<file path="src/rtl/crossbar_controller.sv">
// Configuration controller for a 4x4 crossbar: shadow routing table loaded by
// route writes, atomically committed to the active table driving the mux selects.
module crossbar_controller (
  input  logic       clk,
  input  logic       reset,
  input  logic       w,
  input  logic       s,
  input  logic [5:0] in,
  output logic [7:0] out_sel,
  output logic [3:0] out_en,
  output logic       locked,
  output logic       err
);

  // Shadow table; the active table lives directly in out_sel/out_en.
  logic [7:0] shadow_sel;
  logic [3:0] shadow_en;

  logic       route_wr;
  logic       ctrl_wr;
  logic [2:0] sel_lsb;

  assign route_wr = w && !s;
  assign ctrl_wr  = w && s;
  assign sel_lsb  = {in[5:4], 1'b0};

  // All control bits act in one edge: commit samples the pre-edge shadow, so a
  // shadow clear in the same word only affects the following commit.
  always_ff @(posedge clk or negedge reset) begin
    if (!reset) begin
      shadow_sel <= 8'h00;
      shadow_en  <= 4'h0;
      out_sel    <= 8'h00;
      out_en     <= 4'h0;
      locked     <= 1'b0;
      err        <= 1'b0;
    end else begin
      if (route_wr) begin
        if (locked) begin
          err <= 1'b1;
        end else begin
          shadow_sel[sel_lsb +: 2] <= in[3:2];
          shadow_en[in[5:4]]       <= in[1];
        end
      end
      if (ctrl_wr) begin
        if (in[5]) err <= 1'b0;
        if (in[2]) begin
          out_sel <= 8'h00;
          out_en  <= 4'h0;
        end else if (in[0]) begin
          out_sel <= shadow_sel;
          out_en  <= shadow_en;
        end
        if (in[1]) begin
          shadow_sel <= 8'h00;
          shadow_en  <= 4'h0;
        end
        if (in[3])      locked <= 1'b1;
        else if (in[4]) locked <= 1'b0;
      end
    end
  end

endmodule

</file>
<file path="config.mk">
export PLATFORM = sky130hd
export DESIGN_NAME = crossbar_controller
export DESIGN_NICKNAME = d
export VERILOG_FILES = /design/src/rtl/crossbar_controller.sv
export SDC_FILE = /design/constraint.sdc
export NUM_CORES = 1
export LEC_CHECK = 0
export ABC_CLOCK_PERIOD_IN_PS = 2950
export BUFFER_PORTS_ARGS = -buffer_cell sky130_fd_sc_hd__clkbuf_2
export CORE_MARGIN = 1
export CORE_UTILIZATION = 50
export CTS_BUF_LIST = sky130_fd_sc_hd__clkbuf_4 sky130_fd_sc_hd__clkbuf_8
export CTS_CLUSTER_DIAMETER = 60
export DETAILED_ROUTE_END_ITERATION = 7
export PLACE_DENSITY = 0.73
export REMOVE_ABC_BUFFERS = 1
export SYNTH_ARGS = -nofsm -noshare
export SYNTH_HDL_FRONTEND = slang
export SYNTH_SLANG_ARGS = --single-unit
</file>
<file path="constraint.sdc">
create_clock -name clk -period 2.95 [get_ports clk]
set_input_delay 0.7375 -clock clk [delete_from_list [all_inputs] [get_ports clk]]
set_output_delay 0.7375 -clock clk [all_outputs]
set_load 0.1 [all_outputs]
</file>
==> results of run 1 <==
## layer usage
layer / up-vias / global-route usage / share of wire
met5: - / 0 / 0
met4: 0 / 0.07456 / 0.013
met3: 5 / 0.03736 / 0.026
met2: 18 / 0.3083 / 0.46
met1: 448 / 0.2567 / 0.50
li1: 476 / - / -
## logic make-up after synthesis
logic type / share of synthesized area
and+or+nand+nor: 0.2568
adders and majority gates: 0.05666
AOI/OAI and AO/OA: 0.1105
DFF: 0.4910
buffers and inverters: 0.03965
muxes: 0.04533
## registers in the layout (all words and copies together) (netlist names)
| register | flops |
|---|---|
| shadow_en | 4 |
| out_en | 4 |
| locked | 1 |
| out_sel | 8 |
| err | 1 |
| shadow_sel | 8 |
## per-stage QoR
step / area (sq um) / total power [uW]
global placement: 1436 / 576.5
floorplan: 1284 / 533.4
CTS: 1459 / 728.8
global route: 1459 / 756.3
detailed placement: 1436 / 582.2
finish: 1459 / 724.3
## power by group
group          switching (uW)  total [uW]  internal [uW]
clock network             102         150           47.9
logic                     136         179           43.3
registers                17.0         395            378
## final cells by class
class                      count  share of cell area
clock buffer                   3             0.01544
inverter                       3            0.007719
timing repair buffer          23             0.07890
multi-input combinational     91              0.4262
tap                           30             0.02573
sequential                    26              0.4460
## worst min-delay path by stage
| stage | from | slack (ns) | end | cells past startpoint |
|---|---|---|---|---|
| after floorplan | reset | 0.44 | err | 0 |
| after global placement | out_en[1] | 0.46 | out_en[1] | 2 |
| after detailed placement | out_sel[6] | 0.47 | out_sel[6] | 2 |
| after CTS | reset | 0.44 | out_sel[4] | 1 |
| after global routing | reset | 0.46 | out_sel[4] | 1 |
| final | reset | 0.42 | out_sel[4] | 1 |
## placed cells by master, fill, tap and decap left out
cell type,instances
dfrtp_1,26
clkbuf_2,23
nand2b_1,16
nand2_1,14
o21ai_1,12
nor2_1,8
mux2i_1,6
ha_1,6
a21oi_1,4
a32o_1,3
nand3_1,3
inv_1,3
o21ai_0,3
clkbuf_4,3
nor4bb_1,2
and4bb_2,2
nor2b_1,2
and4b_1,2
and3_4,1
nand4bb_1,1
nor4b_2,1
and4bb_1,1
nor3b_1,1
o2bb2ai_1,1
nand3b_1,1
o211ai_2,1
==> flow_metrics.py, run 1 <==
metrics = {
    "run_status": {
        "status": "complete, no violations",
    },
    "clock_tree": {
        "postCtsResizedCells": 0,
        "clkLatencyLatePin_ns": 0.32,
        "clockBufferDepth": 2,
        "cts.sinks": 26,
        "numCtsBuffers": 3,
        "cts_root_buf": "clkbuf_4",
        "htreeDepth": 1,
        "post_cts_buffers": 0,
        "clk_pin_slew_ns": 0.13,
        "cts_tree": "done",
        "cts_hold_buf": 0,
    },
    "sta": {
        "fin_tns_setup_ns": 0,
        "max_freq_ghz": 0.4856,
        "maxSlewViolCount": 0,
        "period_share": 0.6980,
        "min_period_ns": 2.059,
        "whs_ns": 0.4169,
        "timing.final.ws_setup_ns": 0.8908,
        "relSlewSlack": 0.4158,
        "rsz0062_at_grt": "no",
        "skew_ns": 0.001250,
        "hold_viol": 0,
        "setup_viol": 0,
        "worst_slew_pin_slew_ns": 0.8737,
    },
    "floorplan": {
        "die_w_um": 53.48,
        "coreArea_sq_um": 2500,
        "initial_core_util": 0.5300,
        "io_pins": 24,
        "die_area_sq_um": 2860,
        "num_rows": 18,
        "die_h_um": 53.48,
    },
    "grt": {
        "overflow": 0,
        "antenna_found_initial": 0,
        "grt.total_usage": 0.1941,
        "grt_pass1_wl_um": 3898,
        "grt_pass1_vias": 885,
        "grt_max_degree": 27,
    },
    "finish": {
        "layout.nets": 164,
        "layout-drive-gt1-share": 0.2123,
        "seq_area_sq_um": 650.6,
        "multi_input_area_sq_um": 621.8,
        "syn2layout_area_growth_pct": 10.10,
        "stdcell_count": 176,
        "nFillCells": 226,
        "fin_util": 0.5836,
        "diodes": 0,
    },
    "yosys": {
        "synth-main-ff-cell": "dfrtp_1",
        "synth_cell_type_count": 27,
        "synth_edf_count": 0,
        "async_flop_share": 1.000,
        "synth_most_common_cell": "dfrtp_1",
        "yosysWarnings": 0,
        "ys_ff_latch": 26,
        "synth.largest_area_cell": "dfrtp_1",
        "yosys-top-cells-area": "dfrtp_1 49%, nand2b_1 7.6%, ha_1 5.7%",
        "seq_area_frac_synth": 0.4910,
        "synth_area_sq_um": 1325,
        "synthTopCellsByCount": "26 x dfrtp_1, 16 x nand2b_1, 14 x nand2_1",
        "yosysTopAreaCellShare": 0.4910,
        "avgSynthCellArea_sq_um": 10.52,
        "syn_inst": 126,
    },
    "place": {
        "post-dp-hpwl_um": 1653,
        "place_congestion": 0.8446,
        "preCtsSetupSlack_ns": 0.8467,
        "place.port_buffers": 23,
        "dp.cells": 173,
    },
    "power": {
        "vdd_drop_max_mv": 0.2923,
        "power.leakage_uw": 0.0006863,
        "powerDensity_nw_per_um2": 496.5,
    },
    "critical_path": {
        "cp_top_family": "flip-flops",
        "path_depth": 1,
        "r2r_slack_ns": 1.69,
        "cp_data_required_time_ns": 2.21,
        "rr_startpoint": "locked",
        "crit_slowest_cell": "dfrtp_1",
        "crit_start": "locked",
        "critPathCapture": "locked",
        "path_buf_inv": 1,
        "end_kind": "primary output",
        "start_kind": "register",
        "crit_chain": "clkbuf_2",
        "arrival_ns": 1.32,
        "critical_path_class": "reg2out",
        "slowest_delay_ns": 0.50,
        "r2r-end": "shadow_en[1]",
        "crit_path_max_fanout": 9,
        "r2r_cells": 3,
    },
    "detailed_routing": {
        "wirelength_um": 2353,
        "drc": 0,
        "wire_per_inst_um": 13.37,
        "vias_per_cell": 5.381,
        "vias": 947,
        "first_iter_violations": 16,
        "ant_nets": 0,
        "drt_pass1_iterations": 4,
    },
    "worst_hold_path": {
        "hold_path_class": "in2async",
    },
    "flow_run": {
        "max-cap-violations": 0,
    },
}
No activity file was read; power rests on OpenSTA's default activity.
==> run 2, diff against run 1 <==
ABC_CLOCK_PERIOD_IN_PS = 2000   (was 2950)
clock period = 2 ns   (was 2.95 ns; I/O delays follow)
==> run 2 against run 1 <==
Combinational power up 49%. Clock skew up 0.0066 ns. Sequential cell count unchanged. Non-clock buffer count up 1. Global-route usage up 0.74 points. Hold slack worse by 0.24 ns. Worst setup slack worse by 0.71 ns. Final cell count up 1.1%. Routed wire length up 2.5%. Clock power up 80%. Critical endpoint unchanged. Highest routed layer unchanged.
==> flow_metrics.py, run 2 (same netlist as run 1, synthesis figures left out) <==
metrics = {
    "sta": {
        "period_share": 0.9112,
        "setup_viol": 0,
        "hold_viol": 0,
        "maxSlewViolCount": 0,
        "worst_slew_pin_slew_ns": 0.6635,
        "max_freq_ghz": 0.5487,
        "timing.final.ws_setup_ns": 0.1775,
        "relSlewSlack": 0.5577,
        "rsz0062_at_grt": "no",
        "skew_ns": 0.007815,
        "fin_tns_setup_ns": 0,
        "min_period_ns": 1.822,
    },
    "detailed_routing": {
        "drc": 0,
        "vias_per_cell": 5.287,
        "wirelength_um": 2412,
        "vias": 941,
        "wire_per_inst_um": 13.55,
        "drt_pass1_iterations": 4,
        "first_iter_violations": 12,
        "ant_nets": 0,
    },
    "critical_path": {
        "crit_chain": "clkbuf_2",
        "slowest_delay_ns": 0.51,
        "end_kind": "primary output",
        "crit_slowest_cell": "clkbuf_2",
        "crit_path_max_fanout": 9,
        "critical_path_class": "reg2out",
        "cp_top_family": "buffers and inverters",
        "arrival_ns": 1.32,
        "cp_data_required_time_ns": 1.50,
        "path_buf_inv": 1,
        "start_kind": "register",
    },
    "grt": {
        "grt_max_degree": 27,
        "grt_pass1_vias": 889,
        "grt_pass1_wl_um": 4064,
        "antenna_found_initial": 0,
        "overflow": 0,
        "grt.total_usage": 0.2014,
    },
    "clock_tree": {
        "htreeDepth": 1,
        "numCtsBuffers": 3,
        "cts_hold_buf": 0,
        "cts.sinks": 26,
        "cts_tree": "done",
        "clk_pin_slew_ns": 0.14,
        "post_cts_buffers": 0,
        "cts_root_buf": "clkbuf_4",
        "clkLatencyLatePin_ns": 0.33,
        "clockBufferDepth": 2,
        "postCtsResizedCells": 0,
    },
    "run_status": {
        "status": "complete, no violations",
    },
    "floorplan": {
        "die_w_um": 53.48,
        "io_pins": 24,
        "coreArea_sq_um": 2500,
        "die_area_sq_um": 2860,
        "num_rows": 18,
        "initial_core_util": 0.5300,
        "die_h_um": 53.48,
    },
    "power": {
        "design_power_total_uw": 1117,
        "vdd_drop_max_mv": 0.4251,
        "p_clk_frac": 0.241,
        "powerDensity_nw_per_um2": 754.7,
        "power.leakage_uw": 0.0006979,
        "internal_power_uw": 734.5,
        "switching_share": 0.3425,
        "power.switching_uw": 382.6,
        "pwr-share-seq": 0.521,
        "comb_power_share": 0.238,
    },
    "worst_hold_path": {
        "hold_path_class": "in2async",
    },
    "finish": {
        "layout.nets": 165,
        "layout-drive-gt1-share": 0.2230,
        "mostFrequentLayoutCell": "dfrtp_1",
        "layout_common_cells": "26 x dfrtp_1, 23 x clkbuf_2, 16 x nand2b_1",
        "diodes": 0,
        "syn2layout_area_growth_pct": 11.71,
        "top_regs": "out_sel (8), shadow_sel (8)",
    },
    "place": {
        "place.port_buffers": 23,
        "post-dp-hpwl_um": 1726,
        "preCtsSetupSlack_ns": 0.1321,
        "place_congestion": 0.8269,
    },
    "flow_run": {
        "max-cap-violations": 0,
    },
}
run 2: cell count changes in the layout (fill, tap and decap cells not counted), sizes merged:
cell    delta
buf        +1
clkbuf     +1
run 2: worst paths after layout:
path	from	endpoint	slack [ns]	cells past startpoint
hold reg to reg	out_sel[7]	out_sel[7]	0.50	2
min in group clk	in[3]	shadow_sel[1]	0.44	3
setup / recovery	locked	locked	0.18	1
hold / removal	reset	out_sel[4]	0.17	1
setup reg to reg	locked	shadow_sel[0]	0.76	3
max in group asynchronous	reset	shadow_en[3]	1.40	1
run 2: metrics by stage:
stage	util	area [sq um]	std cells	hold slack (ns)
floorplan	-	1284	120	0.2044
global placement	0.5776	1444	174	0.4621
detailed placement	0.5776	1444	174	0.4695
CTS	0.5921	1480	178	0.2002
global route	0.5921	1480	178	0.2327
finish	0.5921	1480	178	0.1746
run 2: power groups by stage:
| stage | Clock, uW | Combinational [uW] | Sequential, uW |
|---|---|---|---|
| after global routing | 291 | 286 | 588 |
| after global placement | 0 | 262 | 590 |
| after floorplan | 0 | 78.4 | 708 |
| after detailed placement | 0 | 269 | 593 |
| final | 270 | 266 | 582 |
| after CTS | 280 | 269 | 582 |
run 2: cell type report:
| cell class | instances | area, sq um |
|---|---|---|
| repair buffers | 24 | 122.6 |
| inverters | 3 | 11.26 |
| clock buffers | 4 | 36.28 |
| flip-flops and latches | 26 | 650.6 |
| fillers | 231 | 1020 |
| well taps | 30 | 37.54 |
| multi-input cells | 91 | 621.8 |
run 2: layer usage:
metal | track usage | up-vias | share of wire
met5 | 0 | - | 0
met4 | 0.07895 | 0 | 0.016
met3 | 0.02586 | 4 | 0.025
met2 | 0.3333 | 18 | 0.47
met1 | 0.2625 | 437 | 0.49
li1 | - | 482 | -
